### src/rtl/sram_rw_ctrl_if.sv
// Command/response and SRAM pad bundle for the SRAM bus engine.
// slave = engine, master = control FSM side, pad = external SRAM side.
interface sram_rw_ctrl_if #(
    parameter int ADDR_W = 20,
    parameter int DATA_W = 32
);
    localparam int BE_W = DATA_W / 8;

    logic              cmd_valid;
    logic              cmd_we;
    logic [ADDR_W-1:0] cmd_addr;
    logic [DATA_W-1:0] cmd_wdata;
    logic [BE_W-1:0]   cmd_be;
    logic              cmd_ready;

    logic              rsp_valid;
    logic              rsp_we;
    logic [DATA_W-1:0] rsp_rdata;

    logic [ADDR_W-1:0] sram_addr;
    logic [DATA_W-1:0] sram_dq_o;
    logic              sram_dq_oe;
    logic [DATA_W-1:0] sram_dq_i;
    logic              sram_ce_n;
    logic              sram_oe_n;
    logic              sram_we_n;
    logic [BE_W-1:0]   sram_be_n;

    modport slave (
        input  cmd_valid, cmd_we, cmd_addr, cmd_wdata, cmd_be, sram_dq_i,
        output cmd_ready, rsp_valid, rsp_we, rsp_rdata,
               sram_addr, sram_dq_o, sram_dq_oe, sram_ce_n, sram_oe_n, sram_we_n, sram_be_n
    );

    modport master (
        output cmd_valid, cmd_we, cmd_addr, cmd_wdata, cmd_be,
        input  cmd_ready, rsp_valid, rsp_we, rsp_rdata
    );

    modport pad (
        input  sram_addr, sram_dq_o, sram_dq_oe, sram_ce_n, sram_oe_n, sram_we_n, sram_be_n,
        output sram_dq_i
    );
endinterface

### src/rtl/sram_rw_ctrl.sv
// Single-command async SRAM engine: SETUP / strobe (WAIT_CYC) / HOLD phases,
// all pad and response outputs registered.
module sram_rw_ctrl #(
    parameter int ADDR_W   = 20,
    parameter int DATA_W   = 32,
    parameter int WAIT_CYC = 2
) (
    input  logic          clk,
    input  logic          rst,
    sram_rw_ctrl_if.slave bus
);
    localparam int BE_W = DATA_W / 8;

    typedef enum logic [1:0] {ST_IDLE, ST_SETUP, ST_ACCESS, ST_HOLD} state_t;

    state_t            r_state;
    logic              r_we;
    logic [3:0]        r_cnt;
    logic [ADDR_W-1:0] r_addr;
    logic [DATA_W-1:0] r_dq_o;
    logic [DATA_W-1:0] r_rdata;
    logic [BE_W-1:0]   r_be_n;
    logic              r_ce_n;
    logic              r_oe_n;
    logic              r_we_n;
    logic              r_dq_oe;
    logic              r_rsp_valid;
    logic              r_rsp_we;
    logic              w_idle;

    assign w_idle = (r_state == ST_IDLE) && !rst;

    always_ff @(posedge clk or posedge rst) begin
        if (rst) begin
            r_state     <= ST_IDLE;
            r_we        <= 1'b0;
            r_cnt       <= '0;
            r_addr      <= '0;
            r_dq_o      <= '0;
            r_rdata     <= '0;
            r_be_n      <= '1;
            r_ce_n      <= 1'b1;
            r_oe_n      <= 1'b1;
            r_we_n      <= 1'b1;
            r_dq_oe     <= 1'b0;
            r_rsp_valid <= 1'b0;
            r_rsp_we    <= 1'b0;
        end else begin
            r_rsp_valid <= 1'b0;
            case (r_state)
                ST_IDLE: begin
                    if (bus.cmd_valid) begin
                        r_we    <= bus.cmd_we;
                        r_addr  <= bus.cmd_addr;
                        r_dq_o  <= bus.cmd_wdata;
                        r_be_n  <= bus.cmd_we ? ~bus.cmd_be : '0;
                        r_ce_n  <= 1'b0;
                        r_dq_oe <= bus.cmd_we;
                        r_state <= ST_SETUP;
                    end
                end
                ST_SETUP: begin
                    r_cnt   <= 4'(WAIT_CYC - 1);
                    r_we_n  <= !r_we;
                    r_oe_n  <= r_we;
                    r_state <= ST_ACCESS;
                end
                ST_ACCESS: begin
                    // Counter is tested before decrementing, so WAIT_CYC=1 never wraps.
                    if (r_cnt == 4'd0) begin
                        r_we_n      <= 1'b1;
                        r_oe_n      <= 1'b1;
                        r_rsp_valid <= 1'b1;
                        r_rsp_we    <= r_we;
                        if (!r_we) r_rdata <= bus.sram_dq_i;
                        r_state     <= ST_HOLD;
                    end else begin
                        r_cnt <= r_cnt - 4'd1;
                    end
                end
                ST_HOLD: begin
                    r_ce_n  <= 1'b1;
                    r_dq_oe <= 1'b0;
                    r_be_n  <= '1;
                    r_state <= ST_IDLE;
                end
                default: begin
                    r_ce_n  <= 1'b1;
                    r_oe_n  <= 1'b1;
                    r_we_n  <= 1'b1;
                    r_be_n  <= '1;
                    r_dq_oe <= 1'b0;
                    r_state <= ST_IDLE;
                end
            endcase
        end
    end

    assign bus.cmd_ready  = w_idle;
    assign bus.rsp_valid  = r_rsp_valid;
    assign bus.rsp_we     = r_rsp_we;
    assign bus.rsp_rdata  = r_rdata;
    assign bus.sram_addr  = r_addr;
    assign bus.sram_dq_o  = r_dq_o;
    assign bus.sram_dq_oe = r_dq_oe;
    assign bus.sram_ce_n  = r_ce_n;
    assign bus.sram_oe_n  = r_oe_n;
    assign bus.sram_we_n  = r_we_n;
    assign bus.sram_be_n  = r_be_n;
endmodule

### src/flat_wrapper.sv
// flat-port wrapper written by rule: the top's interface ports become plain ports
module sram_rw_ctrl_flat 
#(
    parameter int ADDR_W   = 20,
    parameter int DATA_W   = 32,
    parameter int WAIT_CYC = 2
)
  (clk, rst, bus_cmd_valid, bus_cmd_we, bus_cmd_addr, bus_cmd_wdata, bus_cmd_be, bus_sram_dq_i, bus_cmd_ready, bus_rsp_valid, bus_rsp_we, bus_rsp_rdata, bus_sram_addr, bus_sram_dq_o, bus_sram_dq_oe, bus_sram_ce_n, bus_sram_oe_n, bus_sram_we_n, bus_sram_be_n);
  sram_rw_ctrl_if #(.ADDR_W(ADDR_W), .DATA_W(DATA_W)) bus_i ();
  input  logic clk;
  input  logic rst;
  input wire logic [$bits(bus_i.cmd_valid)-1:0] bus_cmd_valid;
  input wire logic [$bits(bus_i.cmd_we)-1:0] bus_cmd_we;
  input wire logic [$bits(bus_i.cmd_addr)-1:0] bus_cmd_addr;
  input wire logic [$bits(bus_i.cmd_wdata)-1:0] bus_cmd_wdata;
  input wire logic [$bits(bus_i.cmd_be)-1:0] bus_cmd_be;
  input wire logic [$bits(bus_i.sram_dq_i)-1:0] bus_sram_dq_i;
  output wire logic [$bits(bus_i.cmd_ready)-1:0] bus_cmd_ready;
  output wire logic [$bits(bus_i.rsp_valid)-1:0] bus_rsp_valid;
  output wire logic [$bits(bus_i.rsp_we)-1:0] bus_rsp_we;
  output wire logic [$bits(bus_i.rsp_rdata)-1:0] bus_rsp_rdata;
  output wire logic [$bits(bus_i.sram_addr)-1:0] bus_sram_addr;
  output wire logic [$bits(bus_i.sram_dq_o)-1:0] bus_sram_dq_o;
  output wire logic [$bits(bus_i.sram_dq_oe)-1:0] bus_sram_dq_oe;
  output wire logic [$bits(bus_i.sram_ce_n)-1:0] bus_sram_ce_n;
  output wire logic [$bits(bus_i.sram_oe_n)-1:0] bus_sram_oe_n;
  output wire logic [$bits(bus_i.sram_we_n)-1:0] bus_sram_we_n;
  output wire logic [$bits(bus_i.sram_be_n)-1:0] bus_sram_be_n;
  assign bus_i.cmd_valid = bus_cmd_valid;
  assign bus_i.cmd_we = bus_cmd_we;
  assign bus_i.cmd_addr = bus_cmd_addr;
  assign bus_i.cmd_wdata = bus_cmd_wdata;
  assign bus_i.cmd_be = bus_cmd_be;
  assign bus_i.sram_dq_i = bus_sram_dq_i;
  assign bus_cmd_ready = bus_i.cmd_ready;
  assign bus_rsp_valid = bus_i.rsp_valid;
  assign bus_rsp_we = bus_i.rsp_we;
  assign bus_rsp_rdata = bus_i.rsp_rdata;
  assign bus_sram_addr = bus_i.sram_addr;
  assign bus_sram_dq_o = bus_i.sram_dq_o;
  assign bus_sram_dq_oe = bus_i.sram_dq_oe;
  assign bus_sram_ce_n = bus_i.sram_ce_n;
  assign bus_sram_oe_n = bus_i.sram_oe_n;
  assign bus_sram_we_n = bus_i.sram_we_n;
  assign bus_sram_be_n = bus_i.sram_be_n;
  sram_rw_ctrl #(.ADDR_W(ADDR_W), .DATA_W(DATA_W), .WAIT_CYC(WAIT_CYC)) u_core (.clk(clk), .rst(rst), .bus(bus_i));
endmodule
### config.mk
export PLATFORM = sky130hd
export DESIGN_NAME = sram_rw_ctrl_flat
export DESIGN_NICKNAME = d
export VERILOG_FILES = /design/src/rtl/sram_rw_ctrl_if.sv /design/src/rtl/sram_rw_ctrl.sv /design/src/flat_wrapper.sv
export SDC_FILE = /design/constraint.sdc
export NUM_CORES = 1
export LEC_CHECK = 0
export CAP_MARGIN = 20
export CELL_PAD_IN_SITES_DETAIL_PLACEMENT = 1
export CELL_PAD_IN_SITES_GLOBAL_PLACEMENT = 2
export CORE_MARGIN = 2
export CORE_UTILIZATION = 27
export DETAILED_ROUTE_END_ITERATION = 16
export PLACE_DENSITY = 0.78
export RECOVER_POWER = 100
export SLEW_MARGIN = 10
export SYNTH_ARGS = -nofsm -noshare
export SYNTH_HDL_FRONTEND = slang
export SYNTH_SLANG_ARGS = --single-unit
export TNS_END_PERCENT = 100
### constraint.sdc
create_clock -name clk -period 4.7 [get_ports clk]
set_input_delay 1.41 -clock clk [delete_from_list [all_inputs] [get_ports clk]]
set_output_delay 1.41 -clock clk [all_outputs]
set_load 0.01 [all_outputs]
Yosys cells after proc, flatten, opt, wreduce, memory -nomap -nowiden. Cells that the tools add are included. Widths: inputs -> output; s select.

Register bits: 101. Bits of input ports: 92. Output and inout bits: 95.

Reductions and logical operators: 14. Equality and inequality tests: 6. Muxes and demuxes: 17. Bitwise operators: 2. Add/subtract/negate cells: 1.

Operators with widths (count): $pmux 4 s2 (2); $mux 4 (3); $reduce_and 2->1 (6); $pmux 1 s2 (4); $pmux 2 s4 (1); $mux 1 (5); $eq 2x2->1 const B (2); $logic_not 4->1 (1); $mux 2 (2); $ne 2x2->1 const B (2); $not 4->4 (1); $reduce_bool 2->1 (2); $sub 4x1->4 const B (1); $reduce_and 3->1 (1); $eq 2x1->1 const B (1); $logic_not 1->1 (2); $logic_not 2->1 (1); $ne 2x1->1 const B (1); $logic_and 1x1->1 (1); $not 1->1 (1).

Depth between registers and ports, before layout.
Word-level depth: 4. Gate-level depth with buffers: 8.

Worst setup path after synthesis. Ideal clock, no wire load.

Path kind: input port to output port. Start point: in rst. End point: out bus_cmd_ready. Path slack: 1.723 ns. Data required time: 3.290 ns. Stages: 1. Arrival: 1.567 ns. Cell sequence: nor2_1.

Word-level cells in the longest chain between the ends: 2.

RTL lines: start, declared (line flat_wrapper.sv:11) `input logic rst;`; $logic_not 1->1 (line sram_rw_ctrl.sv:31) `assign w_idle = (r_state == ST_IDLE) && !rst;`; $logic_and 1x1->1 (line sram_rw_ctrl.sv:31); end, declared (line flat_wrapper.sv:18) `output wire logic [$bits(bus_i.cmd_ready)-1:0] bus_cmd_ready;`.

No other way between the ends.

Worst setup path after layout. Same ends and word-level chain as after synthesis.

==> flow_summary.toml <==
[synth]
syn_area_per_cell_um2 = 15.6
syn_inst = 266
synth-main-ff-cell = "dfrtp_1"
synth_area_um2 = 4160
synth.largest_area_cell = "dfrtp_1"
synth_async_sr_flop_share_pct = 100
ys_warn_count = 0
synth_cell_types = 33
ys_seq_elements = 101
ys_seq_area_share_pct = 61.0
synth.area.top_cells = "dfrtp_1, mux2_2, mux2_4"
synth_top_area_share_pct = 56.5
synth_edf_count = 0
syn-num-nets = 365

[cts]
cts_buffers = 9
clock_latency_ns = 0.34
cts_max_level = 3
clkTransAtPathRegs_ns = 0.07
cts.sinks = 101
ctsHoldBuffers = 0
cts_root_buf = "clkbuf_16"
cts_resized = 0
cts_setup_buffers = 0
clk_path_buf_depth = 2
cts_tree = "yes"

[power_and_ir_drop]
power_frac_comb_pct = 44.5
power.share.clock_pct = 17.2
switching_share_pct = 32.0
max-vdd-ir-drop_uv = 270
p_int_uw = 2700
p_leak_uw = 0.00268
powerDensity_nw_per_um2 = 629
p_sw_uw = 1270
sequentialPowerShare_pct = 38.3

[die]
io_pins = 187
die_width_um = 128
rows = 45
die_y_um = 128
core_um2 = 15100
design.die.area_um2 = 16400
initial_core_util_pct = 27.5

[grt]
globalRouteTotalUtil_pct = 13.4
grt_pass1_vias = 3170
grt_pass1_wl_um = 17100
antenna_found_initial = 0
globalRouteOverflowTotal = 0
grt_max_degree = 80

[outcome]
violations = "max-capacitance violations, max-slew violations"
status = "finished, violations left"

[timing]
tightest_slew_ns = 1.53
fin_ws_ns = 0.606
maxClockFrequency_ghz = 0.244
hold_viol_final = 0
fin_crit_ns = 4.09
slew-limit-headroom_pct = -2.90
final_max_slew_viol_count = 36
fin_tns_setup_ns = 0
whs_ns = 0.478
rsz0062_at_grt = "false"
post-route-period-util_pct = 87.1
finalSetupViolCount = 0
skew_ns = 0.00676

[worst_setup_path]
cp_top_family = "buffers and inverters"
cp_max_fo = 2
cpMostUsedCell = "dlygate4sd3_1"
crit_type = "in2out"
cp.required_ns = 3.29
path_cells = "dlygate4sd3_1, nor2_1, dlygate4sd3_1"
cp_num_buf_inv = 2
cp.arrival_ns = 2.68
slowest_stage = "dlygate4sd3_1"
cp-start-kind = "primary input"
max_stage_delay_ns = 0.61
critPathCaptureType = "output port"

[place]
dpl_worst_slack_ns = 0.756
place_congestion = 0.740
placed_area_um2 = 6180
port-buffer-count = 186
placed_cells = 630
dp_hpwl_um = 7820

[final_layout]
nets = 553
final_cell_area_um2 = 6320
drive_above_1_share_pct = 17.9
num_antenna_cells = 0
seq_area_um2 = 2540
area_growth_pct = 51.9
fillers = 1590
instances_no_fill = 647
multi_input_area_um2 = 1370

[drt]
first_pass_iters = 4
routedWlPerCell_um = 16.3
wl_um = 10600
ant_nets = 0
drc = 0
vias_per_cell = 4.42
vias = 2858
drtIter0Drc = 76

[flow_run]
maxCapViolCount = 1

[worst_hold_path]
hold_path.class = "reg2reg"
## cell type report
| class | instances | area share [%] |
|---|---|---|
| flip-flops and latches | 101 | 40.1 |
| multi-input cells | 144 | 21.7 |
| inverters | 8 | 0.495 |
| well taps | 188 | 3.72 |
| clock buffers | 11 | 3.68 |
| clock inverters | 5 | 0.574 |
| repair buffers | 190 | 29.7 |
## cell usage in the layout (no fill, tap or decap), drive strengths merged
| cell | n |
|---|---|
| ha | 7 |
| or2b | 1 |
| a2bb2oi | 3 |
| a31oi | 2 |
| clkinv | 1 |
| clkinvlp | 4 |
| nor2 | 5 |
| inv | 8 |
| nor4bb | 1 |
| or2 | 1 |
| clkdlybuf4s50 | 89 |
| a21o | 1 |
| o22ai | 3 |
| clkbuf | 15 |
| nand2b | 4 |
| nor3 | 2 |
| nor2b | 6 |
| dlygate4sd3 | 97 |
| mux2 | 86 |
| a311o | 1 |
| nand4b | 1 |
| nand2 | 3 |
| dfstp | 7 |
| a21oi | 6 |
| nor4b | 1 |
| o21ai | 5 |
| and2b | 1 |
| dfrtp | 94 |
| or3 | 1 |
| or3b | 1 |
| o32a | 1 |
| nor3b | 1 |
## cells by family after synthesis
logic type,synth area share (%)
flops,61.0
compound gates,3.37
simple gates,4.18
mux,25.9
fa+ha+maj,2.11
buf+inv,3.49
## worst register-to-register path: stages, from the launching register on
cell and delay (ns):
dfrtp_1 0.42, inv_1 0.12, ha_1 0.38, nor4bb_1 0.75, and2b_1 1.16, mux2_2 0.44
## state kept, by name (all words and copies together), names as in the netlist
| register | count |
|---|---|
| u_core.bus.sram_dq_o | 32 |
| u_core.bus.sram_oe_n | 1 |
| u_core.bus.rsp_rdata | 32 |
| u_core.bus.sram_we_n | 1 |
| u_core.bus.rsp_valid | 1 |
| u_core.bus.sram_be_n | 4 |
| u_core.bus.rsp_we | 1 |
| u_core.bus.sram_addr | 20 |
| u_core.r_state | 2 |
| u_core.r_cnt | 4 |
| u_core.bus.sram_ce_n | 1 |
| u_core.r_we | 1 |
| u_core.bus.sram_dq_oe | 1 |
## per-stage QoR
step,util [%],total power [uW]
floorplan,-,2560
global placement,40.8,3580
detailed placement,40.8,3650
CTS,42.6,4380
global route,41.7,4270
finish,41.7,3980
## power groups by stage
stage	clock, uW	sequential (uW)	combinational [uW]
after global placement	0	1550	2040
after floorplan	0	1740	824
after detailed placement	0	1570	2080
after global routing	753	1590	1930
after CTS	720	1560	2100
final	684	1520	1770
## worst paths after layout
| path | slack, ns | cells past startpoint | start | endpoint |
|---|---|---|---|---|
| min in group asynchronous | 1.89 | 2 | rst | u_core.bus.sram_dq_o[22] |
| worst min register to register | 0.48 | 1 | u_core.bus.rsp_rdata[10] | u_core.bus.rsp_rdata[10] |
| max in group asynchronous | 0.97 | 4 | rst | u_core.bus.sram_be_n[1] |
| worst min-delay path | 0.48 | 1 | u_core.bus.rsp_rdata[10] | u_core.bus.rsp_rdata[10] |
| worst max-delay path | 0.61 | 3 | rst | bus_cmd_ready |
| worst max register to register | 1.31 | 5 | u_core.r_state[0] | u_core.bus.rsp_rdata[29] |
## per-layer routing
layer | up-vias | track usage, % | routed length (um)
met5 | - | 0 | 0
met4 | 0 | 4.65 | 181
met3 | 11 | 4.09 | 738
met2 | 110 | 23.5 | 5480
met1 | 1424 | 15.6 | 4160
li1 | 1313 | - | -
## synthesized netlist by cell type (all sizes together), types with 2 or more instances
library cell  count
mux2             86
ha                7
o21ai             5
a21oi             6
nand2b            4
nor2              5
nand2             3
dfstp             7
nor2b             6
a31oi             2
a2bb2oi           3
buf              10
dfrtp            94
o22ai             3
clkbuf            3
inv               8
nor3              2
No activity file was read; power rests on OpenSTA's default activity.
